$ cat src/rtl/gyro_bias_cal.sv
// Gyro bias calibration: averages 2^CAL_SHIFT at-rest samples per axis, then
// emits bias-subtracted, saturated, dead-banded rates.
module gyro_bias_cal #(
  parameter int          CAL_SHIFT = 8,
  parameter logic [15:0] DEADBAND  = 16'd4
) (
  input  logic        clk_100mhz,
  input  logic        rst_in,
  input  logic        raw_valid_in,
  input  logic [15:0] raw_gx_in,
  input  logic [15:0] raw_gy_in,
  input  logic [15:0] raw_gz_in,
  input  logic        recal_in,
  output logic [15:0] gx,
  output logic [15:0] gy,
  output logic [15:0] gz,
  output logic        valid_out,
  output logic        calibrated,
  output logic [15:0] bias_x,
  output logic [15:0] bias_y,
  output logic [15:0] bias_z
);

  localparam int ACC_W = 16 + CAL_SHIFT;
  localparam int CNT_W = CAL_SHIFT + 1;
  localparam logic [CNT_W-1:0] CNT_LAST = CNT_W'((1 << CAL_SHIFT) - 1);

  typedef enum logic {CAL, RUN} state_t;

  state_t                  state, state_nxt;
  logic signed [ACC_W-1:0] acc_x, acc_y, acc_z;
  logic signed [ACC_W-1:0] sum_x, sum_y, sum_z;
  logic [CNT_W-1:0]        cnt;
  logic                    accept_cal, accept_run, cal_done;

  function automatic logic signed [ACC_W-1:0] sext_acc(input logic [15:0] v);
    return {{CAL_SHIFT{v[15]}}, v};
  endfunction

  function automatic logic signed [15:0] sat16(input logic signed [16:0] v);
    if (v > 17'sd32767)
      return 16'sh7fff;
    else if (v < -17'sd32768)
      return 16'sh8000;
    else
      return v[15:0];
  endfunction

  // Magnitude is taken at 17 bits so that -32768 does not wrap.
  function automatic logic signed [15:0] dead_band(input logic signed [15:0] v);
    logic [16:0] mag;
    mag = v[15] ? (17'd0 - {1'b1, v}) : {1'b0, v};
    if (mag <= {1'b0, DEADBAND})
      return '0;
    else
      return v;
  endfunction

  function automatic logic signed [15:0] correct(input logic [15:0] raw,
                                                 input logic [15:0] bias);
    logic signed [16:0] diff;
    diff = $signed({raw[15], raw}) - $signed({bias[15], bias});
    return dead_band(sat16(diff));
  endfunction

  always_comb begin
    accept_cal = (state == CAL) && raw_valid_in && !recal_in;
    accept_run = (state == RUN) && raw_valid_in && !recal_in;
    cal_done   = accept_cal && (cnt == CNT_LAST);
    sum_x      = acc_x + sext_acc(raw_gx_in);
    sum_y      = acc_y + sext_acc(raw_gy_in);
    sum_z      = acc_z + sext_acc(raw_gz_in);
    state_nxt  = state;
    if (recal_in)
      state_nxt = CAL;
    else if (cal_done)
      state_nxt = RUN;
  end

  always_ff @(posedge clk_100mhz or posedge rst_in) begin
    if (rst_in)
      state <= CAL;
    else
      state <= state_nxt;
  end

  assign calibrated = (state == RUN);

  // Calibration stage: accumulate, then latch bias as the floored mean.
  always_ff @(posedge clk_100mhz or posedge rst_in) begin
    if (rst_in) begin
      acc_x  <= '0;
      acc_y  <= '0;
      acc_z  <= '0;
      cnt    <= '0;
      bias_x <= '0;
      bias_y <= '0;
      bias_z <= '0;
    end else if (recal_in) begin
      acc_x <= '0;
      acc_y <= '0;
      acc_z <= '0;
      cnt   <= '0;
    end else if (accept_cal) begin
      acc_x <= sum_x;
      acc_y <= sum_y;
      acc_z <= sum_z;
      cnt   <= cnt + 1'b1;
      if (cal_done) begin
        bias_x <= sum_x[CAL_SHIFT +: 16];
        bias_y <= sum_y[CAL_SHIFT +: 16];
        bias_z <= sum_z[CAL_SHIFT +: 16];
      end
    end
  end

  // Output stage: corrected rates registered with a one-cycle valid pulse.
  always_ff @(posedge clk_100mhz or posedge rst_in) begin
    if (rst_in) begin
      gx        <= '0;
      gy        <= '0;
      gz        <= '0;
      valid_out <= 1'b0;
    end else if (recal_in) begin
      gx        <= '0;
      gy        <= '0;
      gz        <= '0;
      valid_out <= 1'b0;
    end else if (accept_run) begin
      gx        <= correct(raw_gx_in, bias_x);
      gy        <= correct(raw_gy_in, bias_y);
      gz        <= correct(raw_gz_in, bias_z);
      valid_out <= 1'b1;
    end else begin
      valid_out <= 1'b0;
    end
  end

endmodule
$ cat config.mk
export PLATFORM = sky130hd
export DESIGN_NAME = gyro_bias_cal
export DESIGN_NICKNAME = d
export VERILOG_FILES = /design/src/rtl/gyro_bias_cal.sv
export SDC_FILE = /design/constraint.sdc
export NUM_CORES = 1
export LEC_CHECK = 0
export ABC_AREA = 1
export BUFFER_PORTS_ARGS = -buffer_cell sky130_fd_sc_hd__buf_4
export CAP_MARGIN = 20
export CORE_MARGIN = 10
export CORE_UTILIZATION = 55
export DETAILED_ROUTE_END_ITERATION = 12
export PLACE_DENSITY_LB_ADDON = 0.1
export SLEW_MARGIN = 0
export SYNTH_ARGS = -nofsm -noshare
export SYNTH_HDL_FRONTEND = slang
export SYNTH_SLANG_ARGS = --single-unit
$ cat constraint.sdc
create_clock -name clk_100mhz -period 8.63 [get_ports clk_100mhz]
set_clock_uncertainty 0.1 [all_clocks]
set_input_delay 2.589 -clock clk_100mhz [delete_from_list [all_inputs] [get_ports clk_100mhz]]
set_output_delay 2.589 -clock clk_100mhz [all_outputs]
set_load 0.01 [all_outputs]
* Word level (Yosys, flattened, before mapping)
Cells that the tools add are included.
Cells by class: equal/unequal tests 1, order comparisons 9, multiplexer cells 36, add/subtract/negate cells 10, bitwise gates (word level) 2, reductions and logical operators 10
Operators by type and width (number):
- $mux 16 | 21
- $mux 24 | 6
- $add 24x16->24 | 3
- $gt 17x16->1 const B | 3
- $le 17x3->1 const B | 3
- $lt 17x16->1 const B | 3
- $mux 17 | 3
- $sub 1x17->17 const A | 3
- $sub 16x16->17 | 3
- $mux 9 | 2
- $add 9x1->9 const B | 1
- $eq 9x8->1 const B | 1
- $reduce_bool 2->1 | 3
- $logic_and 1x1->1 | 5
- $mux 1 | 4
- $reduce_and 3->1 | 1
- $not 1->1 | 2
- $logic_not 1->1 | 1
Word-level totals: register bits 179, output and inout bits 98, input bits 52

* Depth between registers and ports, before layout
depth in word-level cells 12, mapped depth 28, depth with buffers taken out 27

* Least setup slack after synthesis
OpenSTA, ideal clock, no wires.
path kind input-to-reg, start input port raw_gz_in[0], end register gz[0], setup time 120 ps, buffers on the path 2, data required time 8410 ps, stages on the path 27, setup slack 3220 ps, arrival time 5190 ps, path through inv_1 ha_1 fa_1 inv_1 nand3_1 nand2_1 nand2_1 nand2_2 nand2_1 nand2_1 nand2_1 nand2_2 inv_2 nand2_4 buf_8 nand2_2 nor2_2 nand3_2 nand2_4 nand2_1 nand2_1 nand2_1 nor2_2 nand3_2 buf_6 o21bai_2 nand2_1
Between the ends: word-level cells in the longest chain between the ends 12, elaborated cells on any way between the ends 13, those cells by class add/sub: 2; order compare: 3; mux: 8
RTL lines:
- start, declared | RTL line 12 | input logic [15:0] raw_gz_in,
- $sub 16x16->17 * | RTL line 62 | diff = $signed({raw[15], raw}) - $signed({bias[15], bias});
- $lt 17x16->1 | RTL line 43 | else if (v < -17'sd32768)
- $mux 16 | RTL line 43
- $mux 16 * | RTL line 41 | if (v > 17'sd32767)
- $mux 16 * | RTL line 129 | end else if (accept_run) begin
- $mux 16 * | RTL line 124 | end else if (recal_in) begin
- $sub 1x17->17 | RTL line 52 | mag = v[15] ? (17'd0 - {1'b1, v}) : {1'b0, v};
- $mux 17 | RTL line 52
- $le 17x3->1 | RTL line 53 | if (mag <= {1'b0, DEADBAND})
- $mux 16 * | RTL line 53
- $mux 16 * | RTL line 129
- $mux 16 * | RTL line 124
- end signal, assigned | RTL line 132 | gz <= correct(raw_gz_in, bias_z);
- end, declared | RTL line 16 | output logic [15:0] gz,
Every way passes the cells marked *; elsewhere a longest branch is shown, timed or not. The select of a mux whose other input is x is not followed. A chain may end at the register's enable or synchronous reset.

* Final worst setup path
start input port raw_gz_in[0], end register gz[13]
Same word-level chain as after synthesis.

==> out/qor.yml <==
pwr:
  p_leak_nw: 9.03
  p_clk_frac: 0.317
  intPower_w: 0.00159
  pwr_density_cell_mw_per_mm2: 152
  p_switching_w: 0.000932
  p_comb_frac: 0.317
  pwr-share-seq: 0.365
  p_sw_frac: 0.370
  peakVddDrop_mv: 0.129
yosys:
  synth_top_area_share: 0.306
  yosysWarnings: 0
  yosysTopAreaCell: "dfrtp_1"
  ys_top_cells_by_count: "712 x nand2_1, 222 x inv_1, 179 x dfrtp_1, 145 x nand3_1, 137 x nor2_1"
  syn-instance-count: 2118
  yosysUniqueCellTypes: 49
  synth_edf_count: 0
  ys_ff_latch: 179
  yosys-top-cells-area: "dfrtp_1 31%, nand2_1 18%, ha_1 10%"
  syn_avg_cell_area_sq_um: 6.91
  yosysMostFrequentCell: "nand2_1"
  synth_area_sq_mm: 0.0146
  seq_area_frac_synth: 0.306
  synth_ff_type: "dfrtp_1"
  syn-num-nets: 2295
  synth-async-reset-ratio: 1.00
final_layout:
  drive_gt1_frac: 0.126
  final_nets: 2415
  antennaDiodeCount: 0
  area_delta_synth_final_pct: 13.2
  finalInstanceArea_sq_mm: 0.0166
  finish.utilization: 0.634
clocking:
  cts_tree: "yes"
  htree_levels: 4
  cts_root_buffer: "clkbuf_16"
  post_cts_resized: 0
  cts_setup_buffers: 0
  cts.sinks: 179
  clkTransAtPathRegs_ns: 0.08
  cts_buffers: 17
  cts_hold_buf: 0
  cts_max_path_buffers: 2
  clk_latency_ns: 0.44
timing:
  finalSetupViolations: 0
  holdWs_ns: 0.382
  min_period_over_period: 0.691
  tightest_slew_ns: 0.992
  setup_tns_ns: 0
  relSlewSlack: 0.336
  slew_viol_final: 0
  grt_setup_unrepaired: "false"
  fmax_ghz: 0.168
  min_period_ns: 5.96
  hold_viol: 0
place:
  place_congestion: 0.927
  dp_hpwl_mm: 31.2
  placed_cell_area_sq_mm: 0.0160
  numPortBuffers: 149
die:
  core_sq_mm: 0.0261
  die-area_sq_mm: 0.0335
  dieWidth_um: 183
  fp.dieH_um: 183
  initial_core_util: 0.560
  ioPinCount: 150
  num_rows: 59
worst_setup_path:
  path_class: "input port to register"
  worst_ep_arrival_time_ns: 6.18
  crit_path_end_kind: "register"
  path_common_cell: "nand2_1"
  max_stage_delay_ns: 0.40
  critPathBufInv: 3
  critPathMaxFanout: 23
  required_ns: 8.85
  slowest_stage: "fa_1"
  cp-start-kind: "input port"
  critPathTopFamily: "simple AND/OR/NAND/NOR gates"
global_route:
  gr-usage-all-layers: 0.239
  antenna_found_initial: 0
  grt_pass1_wl_mm: 67.3
  grt_use_met2: 0.398
  top_usage_layer: "met2"
  grtUsageMet3: 0.0350
  grt_use_met1: 0.321
  grt_pass1_vias: 13600
  grt_max_degree: 109
  grt-ovfl-total: 0
routing:
  via_per_inst: 5.43
  final_antenna_net_count: 0
  dr.pass1.iters: 5
  drc: 0
  drt_iter0_markers: 974
  vias: 14000
  routed_wl_mm: 40.5
  wl_per_cell_um: 15.7
job:
  drv.max_cap_violation_count: 0
worst_hold_path:
  hp-class: "register to register"
outcome:
  status: "complete, no violations"
-- cell type report --
| cell class | count | area [sq um] |
|---|---|---|
| Clock buffer | 18 | 429 |
| Clock inverter | 14 | 143 |
| Fill cell | 2494 | 9560 |
| Inverter | 236 | 896 |
| Multi-Input combinational cell | 1648 | 9020 |
| Sequential cell | 179 | 4480 |
| Tap cell | 335 | 419 |
| Timing Repair Buffer | 156 | 1190 |
-- cell usage in the layout, fill, tap and decap left out, drive strengths merged --
| cell type | netlist | layout |
|---|---|---|
| nand2 | 738 | 738 |
| inv | 236 | 245 |
| dfrtp | 179 | 179 |
| buf | 24 | 156 |
| nand3 | 150 | 150 |
| nor2 | 144 | 144 |
| a21oi | 127 | 127 |
| o21ai | 126 | 126 |
| ha | 119 | 119 |
| xor2 | 47 | 47 |
| xnor2 | 28 | 28 |
| or2 | 22 | 22 |
| o21bai | 22 | 22 |
| a32o | 19 | 19 |
| clkbuf | 31 | 18 |
| nand4 | 14 | 14 |
| nor3 | 12 | 12 |
| o31ai | 11 | 11 |
| a31oi | 11 | 11 |
| o211ai | 8 | 8 |
| a22o | 8 | 8 |
| nand3b | 7 | 7 |
| nor4 | 6 | 6 |
| fa | 6 | 6 |
| a21o | 5 | 5 |
| nor3b | 4 | 4 |
| o21a | 3 | 3 |
| and3 | 3 | 3 |
| clkinv | 0 | 3 |
| o221ai | 2 | 2 |
| a21boi | 2 | 2 |
| a221oi | 2 | 2 |
| a211oi | 1 | 1 |
| o21ba | 1 | 1 |
| clkinvlp | 0 | 1 |
| bufinv | 0 | 1 |
-- power by group through the flow --
stage | registers (W) | logic [W] | clock network (W)
floorplan | 0.000929 | 0.000609 | 0
global placement | 0.000935 | 0.000772 | 0
detailed placement | 0.000937 | 0.000785 | 0
CTS | 0.000921 | 0.000791 | 0.000811
global route | 0.000927 | 0.000906 | 0.000843
finish | 0.000921 | 0.000800 | 0.000800
-- tightest hold or removal path, stage by stage (launching register included) --
cell and delay, ns:
dfrtp_1 0.35, nand2_1 0.05, nand2_1 0.05
-- stage by stage --
step / setup slack [ns] / cells / total power, W
3_5_place_dp: 2.19 / 2553 / 0.00172
2_1_floorplan: 1.08 / 2118 / 0.00154
3_3_place_gp: 2.37 / 2553 / 0.00171
5_1_grt: 2.30 / 2586 / 0.00268
4_1_cts: 2.65 / 2585 / 0.00252
6_report: 2.67 / 2586 / 0.00252
-- sequential cells by signal, indices dropped and copies added, names as in the netlist --
| register | cells |
|---|---|
| bias_y | 16 |
| gx | 16 |
| acc_y | 24 |
| acc_z | 24 |
| acc_x | 24 |
| valid_out | 1 |
| cnt | 9 |
| gz | 16 |
| gy | 16 |
| calibrated | 1 |
| bias_z | 16 |
| bias_x | 16 |
-- worst paths after layout --
path | startpoint | to | slack, ns | depth (start not counted)
min in group asynchronous | rst_in | gz[14] | 2.17 | 2
min reg2reg | gy[7] | gy[7] | 0.38 | 2
max in group asynchronous | rst_in | acc_z[9] | 4.76 | 3
min | gy[7] | gy[7] | 0.38 | 2
max | raw_gz_in[0] | gz[13] | 2.67 | 26
max reg2reg | bias_z[0] | gz[13] | 4.50 | 24
-- metal layers --
layer  wire, um  vias to the layer above
met5          0                        -
met4        613                        0
met3       1980                       53
met2      18800                      353
met1      19100                     6481
li1           -                     7162
-- cells by family (layout without fill, tap and decap cells) --
kind of cell | count (synthesis) | after routing | share of synthesized area
XOR/XNOR | 75 | 75 | 0.0449
flip-flops | 179 | 179 | 0.306
AND/OR/NAND/NOR | 1100 | 1100 | 0.317
adder cells (fa/ha/maj) | 125 | 125 | 0.110
AO/OA/AOI/OAI | 348 | 348 | 0.143
buffers and inverters | 291 | 424 | 0.0798
Power figures use the tool's default switching activity.
